$ cat src/rtl/stage.sv
// ----------------------------------------------------------------------------
// stage -- one trigger stage of a SUMP-compatible logic analyzer trigger unit.
//
// Holds a mask, a compare value and a configuration word, all loaded from the
// command interface. Once armed, each strobed 32-bit sample is compared under
// the mask. In serial mode the compare word is instead built from a single
// channel shifted through a 32-bit shift register. A qualified hit, optionally
// followed by a strobe-counted delay, fires the stage. Firing produces a
// one-cycle match pulse and, for the start stage, a one-cycle run pulse.
//
// Ports
//   clk_i       clock, rising edge
//   rst_in      synchronous active-high reset
//   cmd_i       command data word for the set_* loads
//   set_mask_i  load mask from cmd_i
//   set_val_i   load compare value from cmd_i
//   set_cfg_i   load configuration from cmd_i:
//               delay [15:0], level [17:16], channel [24:20],
//               serial [26], start [27]
//   arm_i       arm, or restart, the stage
//   stb_i       smpls_i holds a valid sample this cycle
//   smpls_i     sample word
//   lvl_i       current trigger level owned by the controller
//   match_o     registered one-cycle stage-fired pulse
//   run_o       registered one-cycle start-capture pulse
// ----------------------------------------------------------------------------
module stage (
    input  logic        clk_i,
    input  logic        rst_in,
    input  logic [31:0] cmd_i,
    input  logic        set_mask_i,
    input  logic        set_val_i,
    input  logic        set_cfg_i,
    input  logic        arm_i,
    input  logic        stb_i,
    input  logic [31:0] smpls_i,
    input  logic [1:0]  lvl_i,
    output logic        match_o,
    output logic        run_o
);

    typedef enum logic [1:0] {
        ST_IDLE  = 2'd0,
        ST_ARMED = 2'd1,
        ST_DELAY = 2'd2
    } state_t;

    state_t      state_q, state_d;
    logic [31:0] mask_q, mask_d;
    logic [31:0] val_q, val_d;
    logic [15:0] delay_q, delay_d;
    logic [1:0]  level_q, level_d;
    logic [4:0]  chan_q, chan_d;
    logic        serial_q, serial_d;
    logic        start_q, start_d;
    logic [31:0] shreg_q, shreg_d;
    logic [15:0] cnt_q, cnt_d;
    logic        match_q, match_d;
    logic        run_q, run_d;

    logic [31:0] word;
    logic        hit;
    logic        fire;

    always_comb begin
        state_d  = state_q;
        mask_d   = mask_q;
        val_d    = val_q;
        delay_d  = delay_q;
        level_d  = level_q;
        chan_d   = chan_q;
        serial_d = serial_q;
        start_d  = start_q;
        shreg_d  = shreg_q;
        cnt_d    = cnt_q;
        fire     = 1'b0;

        // The compare always uses the registers as they stood before this
        // edge, so a load in the same cycle as a strobe takes effect later.
        word = serial_q ? {shreg_q[30:0], smpls_i[chan_q]} : smpls_i;
        hit  = ((word ^ val_q) & mask_q) == 32'd0;

        // The shift register tracks the selected channel on every strobe,
        // whether or not the stage is armed, so history is ready at arm time.
        if (stb_i && serial_q) begin
            shreg_d = word;
        end

        unique case (state_q)
            ST_IDLE: begin
                if (arm_i) begin
                    state_d = ST_ARMED;
                    cnt_d   = 16'd0;
                end
            end
            ST_ARMED: begin
                // A re-arm wins over a hit in the same cycle.
                if (arm_i) begin
                    state_d = ST_ARMED;
                    cnt_d   = 16'd0;
                end else if (stb_i && hit && (lvl_i >= level_q)) begin
                    if (delay_q == 16'd0) begin
                        fire = 1'b1;
                    end else begin
                        cnt_d   = delay_q;
                        state_d = ST_DELAY;
                    end
                end
            end
            ST_DELAY: begin
                // Only strobes count down; the level is not rechecked here.
                if (arm_i) begin
                    state_d = ST_ARMED;
                    cnt_d   = 16'd0;
                end else if (stb_i) begin
                    if (cnt_q == 16'd1) begin
                        fire = 1'b1;
                    end
                    cnt_d = cnt_q - 16'd1;
                end
            end
            default: begin
                state_d = ST_IDLE;
            end
        endcase

        if (fire) begin
            state_d = ST_IDLE;
            cnt_d   = 16'd0;
        end
        match_d = fire;
        run_d   = fire & start_q;

        if (set_mask_i) begin
            mask_d = cmd_i;
        end
        if (set_val_i) begin
            val_d = cmd_i;
        end
        if (set_cfg_i) begin
            delay_d  = cmd_i[15:0];
            level_d  = cmd_i[17:16];
            chan_d   = cmd_i[24:20];
            serial_d = cmd_i[26];
            start_d  = cmd_i[27];
        end
    end

    always_ff @(posedge clk_i) begin
        if (rst_in) begin
            state_q  <= ST_IDLE;
            mask_q   <= 32'd0;
            val_q    <= 32'd0;
            delay_q  <= 16'd0;
            level_q  <= 2'd0;
            chan_q   <= 5'd0;
            serial_q <= 1'b0;
            start_q  <= 1'b0;
            shreg_q  <= 32'd0;
            cnt_q    <= 16'd0;
            match_q  <= 1'b0;
            run_q    <= 1'b0;
        end else begin
            state_q  <= state_d;
            mask_q   <= mask_d;
            val_q    <= val_d;
            delay_q  <= delay_d;
            level_q  <= level_d;
            chan_q   <= chan_d;
            serial_q <= serial_d;
            start_q  <= start_d;
            shreg_q  <= shreg_d;
            cnt_q    <= cnt_d;
            match_q  <= match_d;
            run_q    <= run_d;
        end
    end

    assign match_o = match_q;
    assign run_o   = run_q;

endmodule

$ cat config.mk
export PLATFORM = sky130hd
export DESIGN_NAME = stage
export DESIGN_NICKNAME = d
export VERILOG_FILES = /design/src/rtl/stage.sv
export SDC_FILE = /design/constraint.sdc
export NUM_CORES = 1
export LEC_CHECK = 0
export ABC_AREA = 1
export CAP_MARGIN = 5
export CORE_MARGIN = 5
export CORE_UTILIZATION = 44
export DETAILED_ROUTE_END_ITERATION = 6
export DONT_BUFFER_PORTS = 1
export HOLD_SLACK_MARGIN = 0.08
export PLACE_DENSITY = 0.66
export SETUP_SLACK_MARGIN = 0.05
export SLEW_MARGIN = 20
export SYNTH_ARGS = -nofsm -noshare
export SYNTH_HDL_FRONTEND = slang
export SYNTH_SLANG_ARGS = --single-unit
$ cat constraint.sdc
create_clock -name clk_i -period 2.5 [get_ports clk_i]
set_input_delay 0.625 -clock clk_i [delete_from_list [all_inputs] [get_ports clk_i]]
set_output_delay 0.625 -clock clk_i [all_outputs]
set_load 0.01 [all_outputs]
After elaboration in Yosys (flattened, before gate mapping)
Index checks and enable logic that the tools add are counted.

operators by class
  muxes and demuxes = 22
  bitwise logic cells = 3
  eq/ne operators = 8
  magnitude comparators = 2
  $add $sub $neg = 1
  reduce and logical (&&, ||, !) cells = 11

operator list
  kind                                                count
  2-to-1 mux 16 bit                                   6
  one-hot mux 16 bit (3 select lines)                 1
  AND 32 bit                                          1
  logical NOT 32 bit                                  1
  2-to-1 mux 32 bit                                   1
  XOR 32 bit                                          1
  == test 16 x 1 -> 1 bit, second input constant      1
  logical NOT 16 bit                                  1
  subtractor 16 x 1 -> 16 bit, second input constant  1
  != test 3 bit, second input constant                3
  2-to-1 mux 2 bit                                    4
  2-to-1 mux 1 bit                                    7
  < comparator 5 x 6 -> 1 bit, second input constant  1
  binary-select mux 1 bit (select 5 bit)              1
  AND reduction 5 bit                                 1
  one-hot mux 2 bit (2 select lines)                  1
  OR reduction 2 bit                                  2
  logical AND 1 bit                                   3
  AND reduction 3 bit                                 1
  nonzero test 3 bit                                  1
  == test 2 x 1 -> 1 bit, second input constant       1
  == test 2 bit, second input constant                1
  >= comparator 2 bit                                 1
  logical NOT 2 bit                                   1
  4 further kinds                                     4

word-level totals
  logic and storage cells = 59
  bits of input ports = 73
  register bits after elaboration = 140
  output and inout bits = 2

Logic depth before layout (Yosys ltp)
  depth in word-level cells = 12
  depth in mapped cells = 21
  gate-level depth less buffers = 18

Worst setup path before layout
Ideal clock, no wire load.

  path type = input to register
  start = in lvl_i[0]
  end = reg cnt_q[10]
  buffers on the path = 1
  required time = 2.391 ns
  setup slack = 0.332 ns
  data arrival time = 2.059 ns
  cell stages on the path = 17
  library setup time = 0.109 ns
  cells stage by stage = inv_1 ha_1 o21a_1 o21ai_0 inv_1 nand4_1 nor2_1 nand2_1 nor2_1 nand3_1 nand2_1 nand2_1 nand2_1 inv_2 buf_4 nand2_1 inv_1

on the way
  word-level cells in the longest chain between the ends = 6
  elaborated cells between the ends (all ways) = 8
  those cells by class = order compare: 1; eq/ne: 1; mux: 3; reduce/logical: 3

ends and longest elaborated chain
  item                                line  RTL
  from (decl)                         37    input logic [1:0] lvl_i,
  >= comparator 2 bit *               101   end else if (stb_i && hit && (lvl_i >= level_q)) begin
  logical AND 1 bit *                 101
  2-to-1 mux 1 bit                    101
  2-to-1 mux 1 bit                    98    if (arm_i) begin
  one-hot mux 1 bit (2 select lines)  89    unique case (state_q)
  OR reduction 2 bit (no line)        -
  to (signal assigned)                173   cnt_q <= cnt_d;
  to (decl)                           57    logic [15:0] cnt_q, cnt_d;

Mark *: on every way between the ends. The rest lies on a longest branch, timed or not.
A chain may end at the register's enable or synchronous reset.

Worst setup path after layout
  start = reg serial_q
  end = reg cnt_q[10]

on the way
  word-level cells in the longest chain between the ends = 10
  elaborated cells between the ends (all ways) = 12
  those cells by class = eq/ne: 1; mux: 4; bitwise: 2; reduce/logical: 5

ends and longest elaborated chain
  item                                line  RTL
  from (decl)                         54    logic serial_q, serial_d;
  from (signal assigned)              170   serial_q <= serial_d;
  2-to-1 mux 32 bit *                 80    word = serial_q ? {shreg_q[30:0], smpls_i[chan_q]} : smpls_i;
  XOR 32 bit *                        81    hit = ((word ^ val_q) & mask_q) == 32'd0;
  AND 32 bit *                        81
  logical NOT 32 bit *                81
  logical AND 1 bit * (2 in series)   101
  2-to-1 mux 1 bit                    101
  2-to-1 mux 1 bit                    98
  one-hot mux 1 bit (2 select lines)  89
  OR reduction 2 bit (no line)        -

Marks and branches as above.

==> flow_summary.toml <==
[routing]
wl_per_cell_um = 16.1
vias = 6685
route.detailed.drc = 0
drt_iter0_markers = 552
routed_wirelength_mm = 20.4
dr.pass1.iters = 5
vias_per_cell = 5.30
antenna_left = 0

[yosys]
synth.distinct_cells = 32
synth_area_leaders = "dfxtp_1 (40%), o21ai_0 (9.9%), nand2_1 (9.6%), nor2_1 (8.8%), nand3_1 (5.4%)"
syn-num-nets = 1122
async_flop_share = 0
synth-main-ff-cell = "dfxtp_1"
syn-instance-count = 1041
syn_area_mm2 = 0.00698
ys_seq_elements = 140
yosys_warnings = 0
synth_most_common_cell = "nand2_1"
synthTopCellsByCount = "nand2_1 (179), nor2_1 (163), dfxtp_1 (140), o21ai_0 (138), inv_1 (82)"
synth_largest_area_cell = "dfxtp_1"
synth_top_area_share = 0.402
synth-edff-count = 0
synth_seq_area_share = 0.402
avgSynthCellArea_um2 = 6.71

[timing]
finalMaxSlewViolations = 0
fin_crit_ns = 2.35
fin_setup_tns_ns = 0
rsz0062_at_grt = "true"
hold_viol = 0
setup_viol = 0
slew_headroom = 0.371
period_share = 0.941
setup_ws_ns = 0.146
worst_pin_slew_ns = 0.941
skew_ns = 0.0121
max_freq_mhz = 425

[global_routing]
gr-usage-all-layers = 0.221
grt_pass1_wl_mm = 31.9
grt-ovfl-total = 0
grt_max_degree = 59
grt_pass1_vias = 6014
antenna_found_initial = 0

[critical_path]
critPathCaptureType = "flip-flop"
cp.arrival_ns = 2.68
startpoint_type = "flip-flop"
crit_top_cell = "nand2_1"
cp_slowest_cell = "dfxtp_4"
critPathMaxFanout = 10
path_cells = "inv_8 > buf_6 > or2_1 > o21ai_1 > nand2_1 > nand3_1 > nand4_1 > nor2_1 > buf_4 > nand2_2 > nor2_4 > nand2_4 > nand2_8 > nand2_4 > nand2_1 > nand2_1 > nand2_1 > inv_1"
crit_required_ns = 2.82
critPathMaxStageDelay_ns = 0.44
crit_type = "flip-flop to flip-flop"

[placement]
placed_area_mm2 = 0.00718
portBuffers = 0
place_hpwl_mm = 14.2
gp_congestion = 0.875
pre_cts_ws_ns = -0.0332

[layout]
area_delta_synth_final_pct = 16.0
fin_nets = 1114
final_area_mm2 = 0.00810
antenna_cells = 0
drive_gt1_frac = 0.0927

[clocking]
cts_tree = "built"
cts_root_buf = "clkbuf_16"
htreeDepth = 4
clock_latency_ns = 0.43
numCtsBuffers = 17
clk_path_buf_depth = 2
cts_sinks = 140
cts.reportedPaths.clkPinSlew_ns = 0.06

[floorplan]
die_x_um = 136
pin_count = 75
core_area_mm2 = 0.0157
start_util = 0.444
die_area_mm2 = 0.0185
die_h_um = 136
placementRows = 46

[outcome]
status = "complete, no violations"

[job]
cap_violations = 0

[pwr]
vdd_drop_max_uv = 522
powerDensity_mw_per_mm2 = 739
p_leak_nw = 3.44

[worst_hold_path]
min_path_type = "input pin to flip-flop"
==> kinds of logic (layout without fill, tap and decap cells) <==
| kind of cell | after synthesis | count (layout) | share of synthesized area |
|---|---|---|---|
| and+or+nand+nor | 488 | 489 | 0.300 |
| AOI/OAI and AO/OA | 256 | 256 | 0.192 |
| buffers and inverters | 143 | 147 | 0.0842 |
| adders and majority gates | 8 | 8 | 0.0143 |
| xor gates and xnor gates | 6 | 6 | 0.00753 |
| DFF | 140 | 140 | 0.402 |
==> power breakdown <==
group / switching [mW] / internal, mW
Combinational: 0.547 / 0.333
Clock: 1.02 / 1.63
Sequential: 0.0882 / 2.37
Total: 1.65 / 4.33
==> registers in the layout, summed over array words and instances (netlist names) <==
| signal | cells |
|---|---|
| chan_q | 5 |
| mask_q | 32 |
| cnt_q | 16 |
| start_q | 1 |
| match_o | 1 |
| level_q | 2 |
| val_q | 32 |
| state_q | 2 |
| shreg_q | 31 |
| delay_q | 16 |
| serial_q | 1 |
| run_o | 1 |
==> path summary, 6_finish.rpt <==
path | endpoint | slack [ns] | from | cells past startpoint
max | cnt_q[10] | 0.15 | serial_q | 18
min | run_o | 0.27 | rst_in | 1
max reg2reg | cnt_q[10] | 0.15 | serial_q | 18
min reg2reg | shreg_q[30] | 0.46 | shreg_q[30] | 2
==> worst max-delay path: cells and delay by family, from the launching register on <==
family	cells	cell delay, ns
AND/OR/NAND/NOR	13	1.36
flip-flops	1	0.44
buffers and inverters	4	0.36
AO/OA/AOI/OAI	1	0.08
==> cells in the final DEF (no fill, tap or decap), types with 5 or more instances in the layout <==
master	instances
nand2_1	170
nor2_1	162
o21ai_0	138
dfxtp_1	138
inv_1	81
a21oi_1	73
nand3_1	72
or2_1	28
clkbuf_16	21
o21ai_1	19
nand4_1	19
buf_4	16
o211ai_1	12
ha_1	8
or2_2	7
nand2_2	6
a21boi_0	5
nor3_1	5
==> per-stage QoR <==
step | std cells | power (mW) | hold WS (ns) | utilization
3_3_place_gp | 1223 | 3.25 | 0.444 | 0.457
5_1_grt | 1262 | 6.25 | 0.254 | 0.515
6_report | 1262 | 5.98 | 0.269 | 0.515
2_1_floorplan | 1041 | 3.09 | 0.422 | -
3_5_place_dp | 1223 | 3.26 | 0.446 | 0.457
4_1_cts | 1256 | 5.92 | 0.256 | 0.498
==> metal layers <==
layer | wire length, um | track usage
met4 | 505 | 0.0733
met1 | 9030 | 0.298
met5 | 0 | 0
met3 | 1580 | 0.0670
met2 | 9230 | 0.339
==> layout make-up <==
class                   count  area, um2
repair buffers             27        333
fillers                  1547       7610
inverters                  88        345
flip-flops and latches    140       2810
well taps                 216        270
clock buffers              19        453
multi-input cells         759       3720
clock inverters            13        165
==> repair_timing <==
item / CTS / global route
buffers inserted: 0 / 1
setup endpoints to repair: 18 / 20
pin swaps: 0 / 17
hold buffers: 0 / 0
resized for setup: 6 / 38
cloned: 1 / 5
(Power assumes the default switching activity.)
